==> config.mk <==
export PLATFORM = sky130hd
export DESIGN_NAME = mine_placer_flat
export DESIGN_NICKNAME = d
export VERILOG_FILES = /design/src/rtl/mine_pkg.sv /design/src/rtl/mine_placer_if.sv /design/src/rtl/mine_lfsr.sv /design/src/rtl/mine_placer.sv /design/src/flat_wrapper.sv
export SDC_FILE = /design/constraint.sdc
export NUM_CORES = 1
export LEC_CHECK = 0
export ABC_AREA = 1
export CORE_MARGIN = 3
export CORE_UTILIZATION = 30
export CTS_BUF_LIST = sky130_fd_sc_hd__clkbuf_8
export CTS_CLUSTER_DIAMETER = 200
export DETAILED_ROUTE_END_ITERATION = 7
export GPL_TIMING_DRIVEN = 1
export PLACE_DENSITY_LB_ADDON = 0.12
export SLEW_MARGIN = 30
export SYNTH_ARGS = -nofsm -noshare
export SYNTH_HDL_FRONTEND = slang
export SYNTH_SLANG_ARGS = --single-unit
export TNS_END_PERCENT = 1
==> constraint.sdc <==
create_clock -name clk -period 3.45 [get_ports clk]
set_clock_uncertainty 0.05 [all_clocks]
set_input_delay 0.5175 -clock clk [delete_from_list [all_inputs] [get_ports clk]]
set_output_delay 0.5175 -clock clk [all_outputs]
set_load 0.005 [all_outputs]
==> src/rtl/mine_pkg.sv <==
// Shared board geometry, derived widths, placer state encoding and cell addressing
// used by the mine placer and the reveal logic.
package mine_pkg;

  localparam int ROWS      = 8;
  localparam int COLS      = 8;
  localparam int NUM_MINES = 10;

  localparam logic [15:0] LFSR_SEED_DEF = 16'hACE1;

  localparam int ROW_W  = $clog2(ROWS);
  localparam int COL_W  = $clog2(COLS);
  localparam int ADDR_W = $clog2(ROWS * COLS);
  localparam int CNT_W  = $clog2(NUM_MINES + 1);

  typedef enum logic [2:0] {
    IDLE  = 3'd0,
    CLEAR = 3'd1,
    GEN   = 3'd2,
    CHECK = 3'd3,
    WRITE = 3'd4,
    DONE  = 3'd5
  } state_e;

  function automatic logic [ADDR_W-1:0] addr_of(input logic [ROW_W-1:0] row,
                                                input logic [COL_W-1:0] col);
    return ADDR_W'(int'(row) * COLS + int'(col));
  endfunction

endpackage

==> src/rtl/mine_placer_if.sv <==
// Game-FSM handshake plus mine-flag RAM port of the mine placer.
interface mine_placer_if;
  import mine_pkg::*;

  logic              mine_start;
  logic [ROW_W-1:0]  sel_row;
  logic [COL_W-1:0]  sel_col;
  logic              mine_done;
  logic              busy;
  logic [ADDR_W-1:0] mem_addr;
  logic              mem_rd_en;
  logic              mem_rdata;
  logic              mem_wr_en;
  logic              mem_wdata;
  logic [CNT_W-1:0]  mines_placed;

  modport master (
    output mine_start, sel_row, sel_col, mem_rdata,
    input  mine_done, busy, mem_addr, mem_rd_en, mem_wr_en, mem_wdata, mines_placed
  );

  modport slave (
    input  mine_start, sel_row, sel_col, mem_rdata,
    output mine_done, busy, mem_addr, mem_rd_en, mem_wr_en, mem_wdata, mines_placed
  );

endinterface

==> src/rtl/mine_lfsr.sv <==
// Free-running 16-bit Galois LFSR (x^16+x^14+x^13+x^11+1); exposes the low bits of
// the value it will hold after the next clock so the placer can decide one cycle ahead.
module mine_lfsr #(
  parameter logic [15:0] SEED  = 16'hACE1,
  parameter int          OUT_W = 6
) (
  input  logic             clk,
  input  logic             rst,
  output logic [OUT_W-1:0] nxt_bits
);

  localparam logic [15:0] TAPS = 16'hB400;

  if (SEED == 16'h0000) begin : g_bad_seed
    $error("mine_lfsr: SEED must be nonzero");
  end

  logic [15:0] lfsr;
  logic [15:0] lfsr_nxt;

  assign lfsr_nxt = {1'b0, lfsr[15:1]} ^ (lfsr[0] ? TAPS : 16'h0000);
  assign nxt_bits = lfsr_nxt[OUT_W-1:0];

  always_ff @(posedge clk or negedge rst) begin
    if (!rst) lfsr <= SEED;
    else      lfsr <= lfsr_nxt;
  end

endmodule

==> src/rtl/mine_placer.sv <==
// Clears the mine-flag RAM, then places NUM_MINES mines at pseudo-random cells
// outside the 3x3 block around the player's first-selected cell.
//
//   state | meaning
//   IDLE  | waiting for mine_start, outputs low
//   CLEAR | writing 0 to one cell per cycle, address clr_addr
//   GEN   | candidate from LFSR; read strobe high when it is acceptable
//   CHECK | read data returns; existing mine sends us back to GEN
//   WRITE | write 1 to the candidate, bump mines_placed
//   DONE  | mine_done high until mine_start falls
module mine_placer
  import mine_pkg::*;
#(
  parameter logic [15:0] LFSR_SEED = LFSR_SEED_DEF
) (
  input  logic         clk,
  input  logic         rst,
  mine_placer_if.slave bus
);

  localparam int                CELLS     = ROWS * COLS;
  localparam logic [ADDR_W-1:0] LAST_ADDR = ADDR_W'(CELLS - 1);
  localparam logic [CNT_W-1:0]  MINES_C   = CNT_W'(NUM_MINES);

  if (NUM_MINES > CELLS - 9) begin : g_bad_mine_count
    $error("mine_placer: NUM_MINES exceeds ROWS*COLS-9");
  end

  state_e                  state;
  logic [ADDR_W-1:0]       clr_addr;
  logic [ROW_W+COL_W-1:0]  nxt_bits;
  logic [ROW_W-1:0]        nxt_row;
  logic [COL_W-1:0]        nxt_col;
  logic [ADDR_W-1:0]       nxt_addr;
  logic                    nxt_ok;
  logic [CNT_W-1:0]        placed_inc;

  mine_lfsr #(
    .SEED  (LFSR_SEED),
    .OUT_W (ROW_W + COL_W)
  ) u_lfsr (
    .clk      (clk),
    .rst      (rst),
    .nxt_bits (nxt_bits)
  );

  function automatic logic cand_ok(input logic [ROW_W-1:0] r, input logic [COL_W-1:0] c,
                                   input logic [ROW_W-1:0] sr, input logic [COL_W-1:0] sc);
    int dr;
    int dc;
    dr = int'(r) - int'(sr);
    dc = int'(c) - int'(sc);
    return (int'(r) < ROWS) && (int'(c) < COLS) &&
           !((dr >= -1) && (dr <= 1) && (dc >= -1) && (dc <= 1));
  endfunction

  // Candidate is judged on the LFSR value that will be live in the GEN cycle, so the
  // registered read strobe lines up with that cycle and read data lands in CHECK.
  assign nxt_row    = nxt_bits[ROW_W-1:0];
  assign nxt_col    = nxt_bits[ROW_W+COL_W-1:ROW_W];
  assign nxt_addr   = addr_of(nxt_row, nxt_col);
  assign nxt_ok     = cand_ok(nxt_row, nxt_col, bus.sel_row, bus.sel_col);
  assign placed_inc = bus.mines_placed + CNT_W'(1);

  always_ff @(posedge clk or negedge rst) begin
    if (!rst) begin
      state            <= IDLE;
      clr_addr         <= '0;
      bus.mine_done    <= 1'b0;
      bus.busy         <= 1'b0;
      bus.mem_addr     <= '0;
      bus.mem_rd_en    <= 1'b0;
      bus.mem_wr_en    <= 1'b0;
      bus.mem_wdata    <= 1'b0;
      bus.mines_placed <= '0;
    end else if (bus.busy && !bus.mine_start) begin
      state            <= IDLE;
      bus.busy         <= 1'b0;
      bus.mem_addr     <= '0;
      bus.mem_rd_en    <= 1'b0;
      bus.mem_wr_en    <= 1'b0;
      bus.mem_wdata    <= 1'b0;
      bus.mines_placed <= '0;
    end else begin
      case (state)
        IDLE: begin
          if (bus.mine_start) begin
            state            <= CLEAR;
            clr_addr         <= '0;
            bus.mines_placed <= '0;
            bus.busy         <= 1'b1;
            bus.mem_wr_en    <= 1'b1;
            bus.mem_wdata    <= 1'b0;
            bus.mem_addr     <= '0;
          end
        end
        CLEAR: begin
          if (clr_addr == LAST_ADDR) begin
            state         <= GEN;
            bus.mem_wr_en <= 1'b0;
            bus.mem_rd_en <= nxt_ok;
            bus.mem_addr  <= nxt_addr;
          end else begin
            clr_addr     <= clr_addr + ADDR_W'(1);
            bus.mem_addr <= clr_addr + ADDR_W'(1);
          end
        end
        GEN: begin
          if (bus.mem_rd_en) begin
            state         <= CHECK;
            bus.mem_rd_en <= 1'b0;
          end else begin
            bus.mem_rd_en <= nxt_ok;
            bus.mem_addr  <= nxt_addr;
          end
        end
        CHECK: begin
          if (bus.mem_rdata) begin
            state         <= GEN;
            bus.mem_rd_en <= nxt_ok;
            bus.mem_addr  <= nxt_addr;
          end else begin
            state         <= WRITE;
            bus.mem_wr_en <= 1'b1;
            bus.mem_wdata <= 1'b1;
          end
        end
        WRITE: begin
          bus.mem_wr_en    <= 1'b0;
          bus.mem_wdata    <= 1'b0;
          bus.mines_placed <= placed_inc;
          if (placed_inc == MINES_C) begin
            state         <= DONE;
            bus.busy      <= 1'b0;
            bus.mine_done <= 1'b1;
            bus.mem_addr  <= '0;
          end else begin
            state         <= GEN;
            bus.mem_rd_en <= nxt_ok;
            bus.mem_addr  <= nxt_addr;
          end
        end
        DONE: begin
          if (!bus.mine_start) begin
            state            <= IDLE;
            bus.mine_done    <= 1'b0;
            bus.mines_placed <= '0;
          end
        end
        default: state <= IDLE;
      endcase
    end
  end

endmodule

==> src/flat_wrapper.sv <==
// flat-port wrapper written by rule: the top's interface ports become plain ports
module mine_placer_flat import mine_pkg::*;
#(
  parameter logic [15:0] LFSR_SEED = LFSR_SEED_DEF
)
  (clk, rst, bus_mine_start, bus_sel_row, bus_sel_col, bus_mem_rdata, bus_mine_done, bus_busy, bus_mem_addr, bus_mem_rd_en, bus_mem_wr_en, bus_mem_wdata, bus_mines_placed);
  mine_placer_if bus_i ();
  input  logic clk;
  input  logic rst;
  input wire logic [$bits(bus_i.mine_start)-1:0] bus_mine_start;
  input wire logic [$bits(bus_i.sel_row)-1:0] bus_sel_row;
  input wire logic [$bits(bus_i.sel_col)-1:0] bus_sel_col;
  input wire logic [$bits(bus_i.mem_rdata)-1:0] bus_mem_rdata;
  output wire logic [$bits(bus_i.mine_done)-1:0] bus_mine_done;
  output wire logic [$bits(bus_i.busy)-1:0] bus_busy;
  output wire logic [$bits(bus_i.mem_addr)-1:0] bus_mem_addr;
  output wire logic [$bits(bus_i.mem_rd_en)-1:0] bus_mem_rd_en;
  output wire logic [$bits(bus_i.mem_wr_en)-1:0] bus_mem_wr_en;
  output wire logic [$bits(bus_i.mem_wdata)-1:0] bus_mem_wdata;
  output wire logic [$bits(bus_i.mines_placed)-1:0] bus_mines_placed;
  assign bus_i.mine_start = bus_mine_start;
  assign bus_i.sel_row = bus_sel_row;
  assign bus_i.sel_col = bus_sel_col;
  assign bus_i.mem_rdata = bus_mem_rdata;
  assign bus_mine_done = bus_i.mine_done;
  assign bus_busy = bus_i.busy;
  assign bus_mem_addr = bus_i.mem_addr;
  assign bus_mem_rd_en = bus_i.mem_rd_en;
  assign bus_mem_wr_en = bus_i.mem_wr_en;
  assign bus_mem_wdata = bus_i.mem_wdata;
  assign bus_mines_placed = bus_i.mines_placed;
  mine_placer #(.LFSR_SEED(LFSR_SEED)) u_core (.clk(clk), .rst(rst), .bus(bus_i));
endmodule
# Word level (Yosys, flattened, before mapping)
# Cells that the tools add are included.
# word_totals
regBits,40
n_memories,0
in_bits,10
mem_bits_ro,0
word_cells,107
latchBits,0
ramBits,0
output_inout_bits,15
# op_classes
bitwise,2
div,0
reduce_logical,24
n_mul,0
shift,0
mux,42
n_lt_le_gt_ge,4
n_addsub,5
n_eq_ne,20
# op_table
op,n
>= comparator 32 x 1 -> 1 bit (second input constant),2
less-or-equal comparator 32 x 2 -> 1 bit (second input constant),2
2-to-1 mux 6 bit,7
case mux 6 bit (5 select lines),1
AND reduction 4 bit,6
2-to-1 mux 3 bit,7
case mux 3 bit (6 select lines),1
2-to-1 mux 16 bit,1
XOR 15 x 16 -> 16 bit,1
2-to-1 mux 1 bit,15
inequality test 3 x 2 -> 1 bit (second input constant),5
2-to-1 mux 4 bit,3
case mux 4 bit (3 select lines),1
case mux 6 bit (2 select lines),1
nonzero test 5 bit,2
inequality test 3 x 1 -> 1 bit (second input constant),3
AND reduction 3 bit,3
case mux 1 bit (4 select lines),2
nonzero test 4 bit,2
subtractor 3 x 3 -> 4 bit,2
adder 6 x 1 -> 6 bit (second input constant),1
adder 6 x 3 -> 6 bit,1
== test 3 x 2 -> 1 bit (second input constant),2
== test 3 bit (second input constant),2
other kinds (16),24

# Logic depth before layout (Yosys ltp)
# Gate-level depths: netlist of the first run.
# logic_depth
ltp_word,11
depth_mapped,13

# Cells and area by module
# A second synthesis of the first run with hierarchy kept.
# unflattened
hier_cells,313
hier_area_um2,2418.6
# by_module_without_submodules
module,seq_area_each_um2,n_inst,area_per_inst_um2,cells_each
mine_placer,600.6,1,1914.3,278
mine_lfsr,410.4,1,504.2,35

# Least setup slack after synthesis of the first run
# OpenSTA, ideal clock, no wires.
# synth_path
kind,input to register
startpoint,input port bus_sel_row[0]
endpoint,register u_core.bus.mem_rd_en
setup_time_ps,116
t_required_ps,3284
slack_ps,1709
t_arrival_ps,1574
path_buffers,0
cell_stages,10
path_cell_list,ha_1 > inv_1 > fa_1 > inv_1 > nor2_1 > nand3_1 > nand2_1 > a21oi_1 > nand2_1 > nand2_1
# synth_between
elab_chain_len,9
elab_cells_between_ends,13
cone_classes,1 x add/sub; 2 x order compare; 6 x mux; 4 x reduce/logical
# synth_rtl
element,line_no,source
from (decl),flat_wrapper.sv:11,input wire logic [$bits(bus_i.sel_row)-1:0] bus_sel_row;
subtractor 3 x 3 -> 4 bit *,mine_placer.sv:51,dr = int'(r) - int'(sr);
>= comparator 32 x 1 -> 1 bit / less-or-equal comparator 32 x 2 -> 1 bit (equally long branches),mine_placer.sv:54,!((dr >= -1) && (dr <= 1) && (dc >= -1) && (dc <= 1));
logical AND 1 bit * (3 in a row),mine_placer.sv:54,
zero test 1 bit *,mine_placer.sv:54,
2-to-1 mux 1 bit (on tied branches),n/a,
case mux 1 bit (4 select lines) *,mine_placer.sv:85,case (state)
2-to-1 mux 1 bit *,mine_placer.sv:76,end else if (bus.busy && !bus.mine_start) begin
to (signal assigned),mine_placer.sv:101,bus.mem_rd_en <= nxt_ok;
to (signal assigned),mine_placer.sv:113,bus.mem_rd_en <= nxt_ok;
to (signal assigned),mine_placer.sv:139,bus.mem_rd_en <= nxt_ok;
to (decl),mine_placer_if.sv:24,"output mine_done, busy, mem_addr, mem_rd_en, mem_wr_en, mem_wdata, mines_placed"
# Every way passes the cells marked *; elsewhere a longest branch is shown, timed or not. The select of a mux whose other input is x is not followed.
# A chain may end at the register's enable or synchronous reset.

# Worst setup path in the final report of the first run
# Ends and elaborated chain as after synthesis.

==> results, run 1 <==
- The flow ran to the end, and the final reports show no timing, DRC or antenna violations.
- The number of DRC markers after the initial detailed-route iteration is 76.
- The initial utilization of the core area, before any placement, comes to 0.316.
- The total of cells resized after clock tree synthesis is 0.
- The setup TNS is 0 ps.
- The first-pass GRT wire length is about 9.5 mm.
- The most numerous cell type found on the critical path is sky130_fd_sc_hd__nand2_1.
- Counting distinct cell types in the post-synthesis netlist gives 33.
- The total nets after synthesis is 319.
- The maximum number of pins on one net before global-route repair is roughly 40.
- The post-DP HPWL is about 4.1 mm.
- After detailed routing, the number of vias per cell comes to ~4.6.
- The netlist area before placement is 2350 µm².
- After clock tree synthesis, the clock-pin slew on the worst setup and hold paths is 90 ps.
- The cell with the most instances after synthesis is sky130_fd_sc_hd__nand2_1.
- IR analysis of the VDD net gives a maximum drop of 0.255 mV.
- The clock drives 40 sinks.
- The number of H-tree branching levels is 2.
- Wires add up to 5.45 mm.
- The number of max-capacitance violations reported is 0.
- The post-route antenna net violation count is 0.
- From synthesis to final layout, the design area changed by 18.6%.
- Of all nets on the critical path, the largest fanout is 2.
- The largest single stage delay on the critical path is between 400 and 500 ps.
- Data on the critical path arrives at its endpoint at about 2100 ps.
- The power per unit of standard cell area is a little under 600 nW/µm².
- The number of hold-slack violations in the final timing report was 0.
- The most used flip-flop cell after synthesis is sky130_fd_sc_hd__dfrtp_1.
- The slowest stage of the critical path belongs to the cell sky130_fd_sc_hd__fa_1.
- The launching element type of the critical path is an input port.
- The fraction of post-synthesis cell area in the top cell type by area is 0.340.
- The later pin in the worst-skew pair is clocked with a latency of between 200 and 300 ps.
- The cell chosen for the clock root is sky130_fd_sc_hd__clkbuf_8.
- The number of max-slew violations in the final report came to 0.
- Of the available clock period, the critical path in the final layout requires 0.575.
- The proportion of register bits with asynchronous set or reset after synthesis is 1.00.
- The critical path is of the input port to flop type.
- The area of the core is between 7000 and 8000 µm².
- After synthesis, the mean cell area works out to a little under 8 µm².
- In this run the deepest clock path goes through 2 buffers.
- In the global route stage, met3 resource usage came out at 0.0295.
- During placement, the flow inserted port buffers numbering 24.
- The global-route congestion overflow total is 0.
- Setup violations remaining at the end of the flow were counted as 0.
- The via count of the first global-routing pass is approximately 1,900.
- Synthesis produced a netlist whose cell count is approximately 300.
- In the post-synthesis netlist, the biggest area contributors are sky130_fd_sc_hd__dfrtp_1, sky130_fd_sc_hd__nand2_1, sky130_fd_sc_hd__dfstp_2.
- For this design the top-level I/O count stands at 25.
- Synthesis inferred 40 register bits.
- The classification of the worst-slack hold path is input port to async pin.
- The cell type contributing the most total cell area after synthesis is sky130_fd_sc_hd__dfrtp_1.
- The total die area is slightly below 9000 µm².
- The number of antenna violations at the first check in global routing is 0.
- After synthesis, the most frequently instantiated cells are sky130_fd_sc_hd__nand2_1, sky130_fd_sc_hd__inv_1, sky130_fd_sc_hd__nand3_1.
- The number of rows in the core area is 31.
- In the routed design, unresolved DRC markers number 0.
- 0 antenna diodes ended up in the layout.
- The floorplan step set the die width to roughly 95 µm.
- In the global route stage, met1 resource usage came out at 0.189.
- Leaving out filler cells and counting taps, the final layout contains 428.
- STA classifies the critical path endpoint as a flop.
- For the pin with the worst max-slew slack, the measured transition is a little over 500 ps.
- For this run, global-route usage on met2 was measured as 0.212.
- The placer's final routability congestion estimate is 0.846.
- The number of clock buffers added by TritonCTS is 5.
- The number of hold buffers added after cts is 0.
- After detailed routing, the average wire length per cell comes to 12.7 µm.
- Setup repair after global routing left no endpoint under its margin.
- Including well taps, the total number of placed cells is 420.
- The max-slew headroom at the worst pin is 0.654.
- The number of optimization iterations in the first detailed-route pass is 4.
- The CTS tree is yes.
- Walking the worst path, the cells encountered are clkdlybuf4s50_1, ha_1, inv_1, fa_1, inv_1, nor2_1, nand3_1, nand2_1, a21oi_1, nand2_1, nand2_1.
- Detailed routing inserted a total of between 1,500 and 2,000 vias.
- The highest clock frequency the design can meet is 504 MHz.
- The share of the Yosys chip area taken by registers is 0.430.
- Yosys mapped a number of flops with a built-in enable equal to 0.
- The required time at the worst-slack endpoint is roughly 3600 ps.
- The Yosys step of the flow raised 0 warnings.
- The number of setup buffers added after CTS is 0.
- Of the cells placed in the final design, the portion with a size suffix greater than 1 is 0.125.
- In this run the vertical extent of the chip is between 90 and 100 µm.
- The global routing stage identified its most utilized layer as met2.
- After the last flow step, the layout net total stands at roughly 350.
- The minimum clock period after layout is 1980 ps.
- For this design the static power due to leakage is between 1 and 1.5 nW.
- The combined global-route utilization of all metal layers is 0.135.
- The overall power is around 1.6 mW.
[metal layers]
layer,share of wire,vias up
li1,-,1016
met1,0.49,907
met2,0.45,39
met3,0.048,6
met4,0.011,0
met5,0,-
[cell usage in the layout (no fill, tap or decap), types with 2 or more instances in the layout]
cell / instances
sky130_fd_sc_hd__nand4_1: 6
sky130_fd_sc_hd__nand3_1: 35
sky130_fd_sc_hd__dfstp_2: 8
sky130_fd_sc_hd__nor2_4: 5
sky130_fd_sc_hd__nor2_2: 2
sky130_fd_sc_hd__inv_1: 44
sky130_fd_sc_hd__nand3_2: 2
sky130_fd_sc_hd__o22ai_1: 5
sky130_fd_sc_hd__xor2_1: 4
sky130_fd_sc_hd__inv_2: 6
sky130_fd_sc_hd__nand2_1: 88
sky130_fd_sc_hd__clkbuf_8: 5
sky130_fd_sc_hd__dfrtp_1: 32
sky130_fd_sc_hd__nand2_2: 4
sky130_fd_sc_hd__a21oi_1: 3
sky130_fd_sc_hd__clkdlybuf4s50_1: 23
sky130_fd_sc_hd__ha_1: 9
sky130_fd_sc_hd__o21ai_1: 4
sky130_fd_sc_hd__o21ai_0: 10
sky130_fd_sc_hd__fa_1: 2
sky130_fd_sc_hd__nand4_2: 2
sky130_fd_sc_hd__nor2_1: 17
[layout make-up]
cell class | count | area, µm²
fill | 792 | 4660
multi-input combinational | 208 | 1150
sequential | 40 | 1010
timing repair buffer | 24 | 238
inverter | 49 | 188
tap | 99 | 124
clock buffer | 5 | 68.8
clock inverter | 3 | 11.3
[critical path, delay by kind of cell]
family                     cells  cell delay [ps]
adders and majority gates      2              650
buffers and inverters          3              560
and+or+nand+nor                5              340
AOI/OAI and AO/OA              1               60
[power breakdown]
part	switching, mW	internal [mW]	leakage, nW
logic	0.445	0.263	0.850
registers	0.0774	0.528	0.518
clock network	0.163	0.135	0.0519
total	0.685	0.925	1.42
[cell families after synthesis]
| group | synth area share |
|---|---|
| AOI/OAI and AO/OA | 0.0670 |
| DFF | 0.430 |
| and+or+nand+nor | 0.334 |
| muxes | 0.00425 |
| xor gates and xnor gates | 0.0186 |
| buffers and inverters | 0.0819 |
| adders and majority gates | 0.0649 |
[state kept, by name, indices dropped and copies added, names as in the netlist]
name and cells:
u_core.bus.mem_rd_en 1, u_core.bus.mem_addr 6, u_core.bus.mem_wr_en 1, u_core.state 3, u_core.clr_addr 6, u_core.bus.busy 1, u_core.bus.mine_done 1, u_core.u_lfsr.lfsr 16
u_core.bus.mines_placed 4, u_core.bus.mem_wdata 1
[path summary, 6_finish.rpt]
path | start | endpoint | slack (ps) | depth (start not counted)
setup reg to reg | u_core.u_lfsr.lfsr[1]$_DFF_PN0_ | u_core.bus.mem_rd_en$_DFFE_PN0P_ | 1610 | 11
max in group asynchronous | rst | u_core.u_lfsr.lfsr[10]$_DFF_PN1_ | 2820 | 1
hold / removal | rst | u_core.bus.mine_done$_DFFE_PN0P_ | 140 | 1
min in group clk | u_core.u_lfsr.lfsr[7]$_DFF_PN1_ | u_core.u_lfsr.lfsr[6]$_DFF_PN1_ | 310 | 0
setup / recovery | bus_sel_row[0] | u_core.bus.mem_rd_en$_DFFE_PN0P_ | 1470 | 11
hold reg to reg | u_core.u_lfsr.lfsr[7]$_DFF_PN1_ | u_core.u_lfsr.lfsr[6]$_DFF_PN1_ | 310 | 0
[through the flow]
stage               instance area [µm²]  setup slack (ps)  utilization  hold WS [ps]
CTS                                2790              1470        0.374           309
finish                             2790              1470        0.375           140
global placement                   2710              1170        0.364           285
global route                       2790              1310        0.375           175
floorplan                          2350              1710            -           172
detailed placement                 2710              1150        0.364           286
Note: power is estimated with default switching activity, not from simulation.
==> run 2, diff against run 1 <==
Clock period 3.45 ns to 1.7 ns, I/O delays scaled along.
==> run 2 against run 1 <==
  * The flow now finishes with violations (setup timing)
  * Non-clock buffer count increased by 39
  * Combinational power increased by 150%
  * Clock power increased to 2.7 times the previous value
  * Global-route usage decreased by 0.17 points
  * Worst hold slack improved by 170 ps
  * Total power increased by 130%
  * Flip-flop and latch count unchanged
  * Critical path depth unchanged
  * Via count increased by 5.3%
  * Cell area increased by 13%
  * Die area unchanged
  * Register-to-register slack got worse by 1600 ps
==> results, run 2 (same netlist as run 1, synthesis figures left out) <==
- The combined global-route utilization of all metal layers is 0.134 (was 0.135).
- The final-report setup violation count is 1 (was 0).
- Largest regs: u_core.u_lfsr.lfsr: 16 flops, u_core.bus.mem_addr: 6 flops, u_core.clr_addr: 6 flops (unchanged).
- The total die area is 8940 µm² (unchanged).
- The area of the core was 7450 µm² (unchanged).
- The CTS tree is yes (unchanged).
- The checks that failed: setup timing.
- The maximum VDD drop is 0.428 mV (was 0.255 mV).
- The placer's final routability congestion estimate is 0.853 (was 0.846).
- The horizontal extent of the die came to 94.6 µm (unchanged).
- The top routing layer in use is met4 (unchanged).
- The reported net switching power came to 1.46 mW (was 685 µW).
- The slew at the pin with the worst max-slew slack came to 509 ps (was 519 ps).
- The relative contribution of the clock network to total power came to 0.212 (was 0.185).
- The total number of vias is 2,072 (was 1,968).
- The CTS clock-pin slew for the worst setup and hold paths was 80 ps (was 90 ps).
- The detailed-route wire length on metal 1 was 2.73 mm (was 2.68 mm).
- The routed length on met3 came to 180 µm (was 260 µm).
- The arrival time of data at the critical path endpoint was 1890 ps (was 2130 ps).
- The sequential share of power is 0.321 (was 0.376).
- The number of antenna violations at the first check in global routing was 0 (unchanged).
- The number of buffers inserted during clock tree synthesis is 5 (unchanged).
- The per-cell routed wire length is 12.1 µm (was 12.7 µm).
- The post-route antenna net violation count is 0 (unchanged).
- The most common cell after layout, fill and taps aside is sky130_fd_sc_hd__nand2_1 (unchanged).
- The maximum number of pins on one net before global-route repair is 41 (unchanged).
- The number of rows in the core area is 31 (unchanged).
- The power per unit of standard cell area was 1180 nW/µm² (was 577 nW/µm²).
- The layout net count came to 388 (was 349).
- The remaining design rule violation count came to 0 (unchanged).
- The overall power is 3.74 mW (was 1.61 mW).
- The number of inserted diodes is 0 (unchanged).
- The first-pass GRT wire length is 9.25 mm (was 9.47 mm).
- The least setup slack across all paths after layout is -35.7 ps (was 1470 ps).
- The via-per-instance ratio was 4.44 (was 4.60).
- Top library cells by usage in the layout, fill and taps aside: sky130_fd_sc_hd__nand2_1, sky130_fd_sc_hd__buf_4, sky130_fd_sc_hd__inv_1 (was sky130_fd_sc_hd__nand2_1, sky130_fd_sc_hd__inv_1, sky130_fd_sc_hd__nand3_1).
- The relative contribution of combinational cells to total power is 0.467 (was 0.439).
- The number of max-slew violations in the final report is 0 (unchanged).
- The global-route congestion overflow total is 0 (unchanged).
- The number of DRC markers after the initial detailed-route iteration is 54 (was 76).
- The internal portion of total power is 2.28 mW (was 925 µW).
- Counting I/O delays and the setup requirement, the final critical path takes about 1700 ps.
- The launching element type of the critical path was a flop (was input port).
- The max-slew headroom at the worst pin is 0.661 (was 0.654).
- The quantity of I/O buffers inserted on ports came to 24 (unchanged).
- Result of the run: complete, but fails checks (was completed).
- The met2 wirelength from detailed routing is 2.68 mm (was 2.45 mm).
- The number of max-capacitance violations reported is 0 (unchanged).
- The cell chosen for the clock root is sky130_fd_sc_hd__clkbuf_8 (unchanged).
- The nature of the critical path endpoint is a flop (unchanged).
- The classification of the worst-slack hold path is flop to flop (was input port to async pin).
- RSZ-0062 raised after global routing: true (was false).
- The most flop-heavy register is u_core.u_lfsr.lfsr (unchanged).
- The worst setup path category was flop to flop (was input port to flop).
- The vertical extent of the die is 94.6 µm (unchanged).
- The required time at the worst-slack endpoint is 1850 ps (was 3590 ps).
- The post-DP HPWL is 4.32 mm (was 4.14 mm).
- The number of H-tree branching levels is 2 (unchanged).
- The highest clock frequency the design can meet is 576 MHz.
- The detailed-route wire length is 5.65 mm (was 5.45 mm).
- The number of flip-flops under the largest register name was 16 (unchanged).
- The worst setup timing slack at the placement stage is -358 ps (was 1150 ps).
- The clock latency on the worst-skew pair was 300 ps (was 290 ps).
- The number of hold-slack violations in the final timing report is 0 (unchanged).
- The effective utilization at floorplan is 0.316 (unchanged).
- The number of optimization iterations in the first detailed-route pass is 4 (unchanged).
- The setup TNS is -35.7 ps (was 0 ps).
- The boundary pin count is 25 (unchanged).
- The highest net fanout along the worst path is 2 (unchanged).
- The number of clock sinks seen by CTS is 40 (unchanged).
- The share of post-route cells with drive strength above 1 is 0.250 (was 0.125).
- The share of the cycle needed by the critical path after routing is 1.02.
- The cell leakage power is 1.61 nW (was 1.42 nW).
- The clock tree buffer depth is 2 (unchanged).
- The fraction of power spent switching nets came to 0.391 (was 0.425).
- The layout-stage area growth over the synthesis result is 34.2% (was 18.6%).
- The via count of the first global-routing pass was 1,973 (was 1,896).
## run 2: final timing paths
| check | start | endpoint | slack (ps) | depth (start not counted) |
|---|---|---|---|---|
| min | u_core.u_lfsr.lfsr[7]$_DFF_PN1_ | u_core.u_lfsr.lfsr[6]$_DFF_PN1_ | 310 | 0 |
| max | u_core.u_lfsr.lfsr[4]$_DFF_PN0_ | u_core.bus.mem_rd_en$_DFFE_PN0P_ | -40 | 11 |
| min in group asynchronous | rst | u_core.bus.mines_placed[2]$_DFFE_PN0P_ | 470 | 3 |
| min reg2reg | u_core.u_lfsr.lfsr[7]$_DFF_PN1_ | u_core.u_lfsr.lfsr[6]$_DFF_PN1_ | 310 | 0 |
| max in group asynchronous | rst | u_core.u_lfsr.lfsr[15]$_DFF_PN1_ | 740 | 3 |
| max reg2reg | u_core.u_lfsr.lfsr[4]$_DFF_PN0_ | u_core.bus.mem_rd_en$_DFFE_PN0P_ | -40 | 11 |
## run 2: what timing repair did
action,4_1_cts,5_1_grt
hold buffers,1,0
gates resized for setup,8,6
endpoints found under the setup margin,1,10
setup buffers,4,0
pin swaps,8,2
endpoints found under the hold margin,32,0
## run 2: critical path, cell delays in order, from the launching register on
cell and delay (ps):
sky130_fd_sc_hd__dfrtp_1 400, sky130_fd_sc_hd__inv_2 90, sky130_fd_sc_hd__ha_4 140, sky130_fd_sc_hd__inv_2 30, sky130_fd_sc_hd__fa_1 510, sky130_fd_sc_hd__nand2_1 60
sky130_fd_sc_hd__nor2_1 90, sky130_fd_sc_hd__nand2_1 50, sky130_fd_sc_hd__nand2_1 70, sky130_fd_sc_hd__a21oi_1 60, sky130_fd_sc_hd__nand2_1 50, sky130_fd_sc_hd__nand2_1 40
## run 2: stage by stage
| stage | hold WS [ps] | instances | cell area, µm² | util |
|---|---|---|---|---|
| finish | 310 | 467 | 3160 | 0.424 |
| global route | 318 | 467 | 3160 | 0.424 |
| CTS | 315 | 467 | 3130 | 0.421 |
| detailed placement | 290 | 454 | 2960 | 0.398 |
| global placement | 290 | 454 | 2960 | 0.398 |
| floorplan | -90.6 | 298 | 2350 | - |
## run 2: power groups by stage
stage,registers (mW),logic [mW],clock network [mW]
floorplan,1.22,1.00,0
global placement,1.21,1.74,0
detailed placement,1.21,1.73,0
CTS,1.19,1.75,0.818
global route,1.22,1.94,0.865
finish,1.20,1.75,0.793
## run 2: layout make-up
class | count | area, µm²
repair buffers | 63 | 529
clock buffers | 5 | 68.8
fillers | 774 | 4290
clock inverters | 3 | 42.5
flip-flops and latches | 40 | 1010
multi-input cells | 208 | 1200
inverters | 49 | 188
well taps | 99 | 124
## run 2: routing by layer
metal,vias to the layer above,track usage
met5,-,0
met4,0,0.0397
met3,5,0.0311
met2,28,0.223
met1,945,0.173
li1,1094,-
==> run 3, diff against run 2 <==
Clock period 1.7 ns to 1.4 ns, I/O delays scaled along.
==> run 3 against run 2 <==
  * Die area did not move
  * Utilization up 3.6 points
  * Setup slack got worse by 310 ps
  * Critical path type unchanged
  * Sequential power grew 19%
  * Total power grew 32%
  * Wire length up 2.5%
  * Critical path depth is the same
  * Sequential share of layout area shrank 2.5 points
  * The run still ends with setup timing left
  * Largest power group unchanged
==> results, run 3 (same netlist as run 1, synthesis figures left out) <==
- The multi-input combinational cell area is 1270 µm² (was 1200 µm²).
- The boundary pin count is 25 (unchanged).
- The detailed-route wire length is 5.79 mm (was 5.65 mm).
- The delay contributed by the slowest stage of the critical path is 520 ps (was 510 ps).
- The number of DRC markers after the initial detailed-route iteration is 54 (unchanged).
- The effective utilization at floorplan is 0.316 (unchanged).
- The slew at the pin with the worst max-slew slack is 278 ps (was 509 ps).
- The number of rows in the core area was 31 (unchanged).
- The highest clock frequency the design can meet was 571 MHz (was 576 MHz).
- The number of inserted diodes came to 0 (unchanged).
- The CTS tree was yes (unchanged).
- The number of optimization iterations in the first detailed-route pass is 4 (unchanged).
- The max-slew headroom at the worst pin came to 0.814 (was 0.661).
- The share of post-route cells with drive strength above 1 is 0.332 (was 0.250).
- The cell leakage power is 1.81 nW (was 1.61 nW).
- The number of hold-slack violations in the final timing report came to 0 (unchanged).
- The number of clock sinks seen by CTS is 40 (unchanged).
- The horizontal extent of the die is 94.6 µm (unchanged).
- The global-route congestion overflow total came to 0 (unchanged).
- The quantity of I/O buffers inserted on ports was 24 (unchanged).
- The total number of vias is 2,204 (was 2,072).
- The layout filler cell count came to 750 (was 774).
- Result of the run: complete, but fails checks (unchanged).
- The nature of the critical path endpoint is a flop (unchanged).
- The post-DP HPWL is 4.40 mm (was 4.32 mm).
- The worst setup timing slack at the placement stage is -613 ps (was -358 ps).
- The required time at the worst-slack endpoint was 1540 ps (was 1850 ps).
- The CTS clock-pin slew for the worst setup and hold paths was 80 ps (about the same).
- The slowest stage cell on the critical path is sky130_fd_sc_hd__fa_1 (unchanged).
- The via-per-instance ratio came to 4.50 (was 4.44).
- The clock latency on the worst-skew pair came to 290 ps (was 300 ps).
- The overall power is 4.95 mW (was 3.74 mW).
- The layout net count was 411 (was 388).
- RSZ-0062 raised after global routing: true (unchanged).
- The vertical extent of the die is 94.6 µm (unchanged).
- The post-route antenna net violation count was 0 (unchanged).
- The remaining design rule violation count was 0 (unchanged).
- The per-cell routed wire length is 11.8 µm (was 12.1 µm).
- The number of max-slew violations in the final report is 0 (unchanged).
- The number of flip-flops under the largest register name is 16 (unchanged).
- The highest net fanout along the worst path is 2 (unchanged).
- The number of H-tree branching levels is 2 (unchanged).
- The launching element type of the critical path was a flop (unchanged).
- Cell-by-cell trace of the critical path: inv_2, ha_4, inv_2, fa_1, nand2_1, nor2_1, nand2_1, nand2_1, a21oi_1, nand2_1, nand2_1 (unchanged).
- The least setup slack across all paths after layout is -351 ps (was -35.7 ps).
- The number of buffers inserted during clock tree synthesis came to 5 (unchanged).
- Failing checks: setup timing (unchanged).
- The layout-stage area growth over the synthesis result is 45.7% (was 34.2%).
- The minimum clock period after layout is 1750 ps (was 1740 ps).
- The via count of the first global-routing pass came to 2,171 (was 1,973).
- The cell chosen for the clock root is sky130_fd_sc_hd__clkbuf_8 (unchanged).
- The total die area is 8940 µm² (unchanged).
- The arrival time of data at the critical path endpoint is 1890 ps (about the same).
- The area of the core is 7450 µm² (unchanged).
- The power per unit of standard cell area is 1440 nW/µm² (was 1180 nW/µm²).
- The most common cell after layout, fill and taps aside is sky130_fd_sc_hd__nand2_1 (unchanged).
- The final-report setup violation count was 16 (was 1).
- The maximum number of pins on one net before global-route repair is 41 (unchanged).
- The share of the cycle needed by the critical path after routing is 1.25 (was 1.02).
- The most flop-heavy register is u_core.u_lfsr.lfsr (unchanged).
- The number of antenna violations at the first check in global routing is 0 (unchanged).
- The placer's final routability congestion estimate is 0.873 (was 0.853).
- Largest regs: u_core.u_lfsr.lfsr: 16 flops, u_core.bus.mem_addr: 6 flops, u_core.clr_addr: 6 flops (unchanged).
- Top library cells by usage in the layout, fill and taps aside: sky130_fd_sc_hd__nand2_1, sky130_fd_sc_hd__buf_4, sky130_fd_sc_hd__inv_1 (unchanged).
- The number of max-capacitance violations reported is 0 (unchanged).
- The first-pass GRT wire length came to 10.1 mm (was 9.25 mm).
- The clock tree buffer depth is 2 (unchanged).
- The sequential cell area in the final layout came to 1010 µm² (about the same).
- The classification of the worst-slack hold path was flop to flop (unchanged).
- The combined global-route utilization of all metal layers is 0.141 (was 0.134).
- The cell with the most instances on the worst path is sky130_fd_sc_hd__nand2_1 (unchanged).
- The worst setup path category is flop to flop (unchanged).
- The maximum VDD drop is 0.797 mV (was 0.428 mV).
-- run 3: cell type report --
type | count | area share
Tap cell | 99 | 0.0361
Timing Repair Buffer | 86 | 0.208
Inverter | 49 | 0.0573
Clock buffer | 5 | 0.0201
Sequential cell | 40 | 0.295
Clock inverter | 3 | 0.0124
Multi-Input combinational cell | 208 | 0.371
-- run 3: repair_timing --
action	CTS	global route
setup buffers	5	0
hold buffers	1	0
gates resized for setup	33	24
setup endpoints to repair	37	25
hold endpoints to repair	32	0
pin swaps	14	6
cloned	0	0
-- run 3: metrics by stage --
step / std cells / setup TNS (ps) / utilization / hold WS [ps] / area (µm²)
2_1_floorplan: 298 / -1050 / - / -136 / 2350
3_3_place_gp: 476 / -8520 / 0.422 / 150 / 3140
3_5_place_dp: 476 / -8220 / 0.422 / 147 / 3140
4_1_cts: 490 / -1680 / 0.450 / 314 / 3350
5_1_grt: 490 / -3230 / 0.460 / 315 / 3430
6_report: 490 / -1240 / 0.460 / 311 / 3430
-- run 3: worst paths after layout --
path	from	to	slack [ps]	cells after the start
max reg2reg	u_core.u_lfsr.lfsr[4]$_DFF_PN0_	u_core.bus.mem_rd_en$_DFFE_PN0P_	-350	11
min reg2reg	u_core.u_lfsr.lfsr[12]$_DFF_PN0_	u_core.u_lfsr.lfsr[11]$_DFF_PN1_	310	0
min	u_core.u_lfsr.lfsr[12]$_DFF_PN0_	u_core.u_lfsr.lfsr[11]$_DFF_PN1_	310	0
max in group asynchronous	rst	u_core.u_lfsr.lfsr[15]$_DFF_PN1_	670	3
min in group asynchronous	rst	u_core.bus.mem_addr[1]$_DFFE_PN0P_	370	3
max	u_core.u_lfsr.lfsr[4]$_DFF_PN0_	u_core.bus.mem_rd_en$_DFFE_PN0P_	-350	11
-- run 3: metal layers --
| metal | GRT usage | up-vias | routed length [µm] |
|---|---|---|---|
| li1 | - | 1139 | - |
| met1 | 0.184 | 1031 | 2740 |
| met2 | 0.243 | 32 | 2800 |
| met3 | 0.0255 | 2 | 218 |
| met4 | 0.0313 | 0 | 29 |
| met5 | 0 | - | 0 |
-- run 3: worst max-delay path: cells and delay by family (launching register included) --
family,cells,cell delay (ps)
simple gates,6,350
flops,1,400
compound gates,1,60
buf+inv,2,120
fa+ha+maj,2,660
-- run 3: where the power goes --
part           leakage (nW)  internal, mW  switching, mW  total [mW]
clock network        0.0541         0.528          0.426       0.954
logic                  1.24          1.21           1.36        2.56
registers             0.517          1.30          0.133        1.43
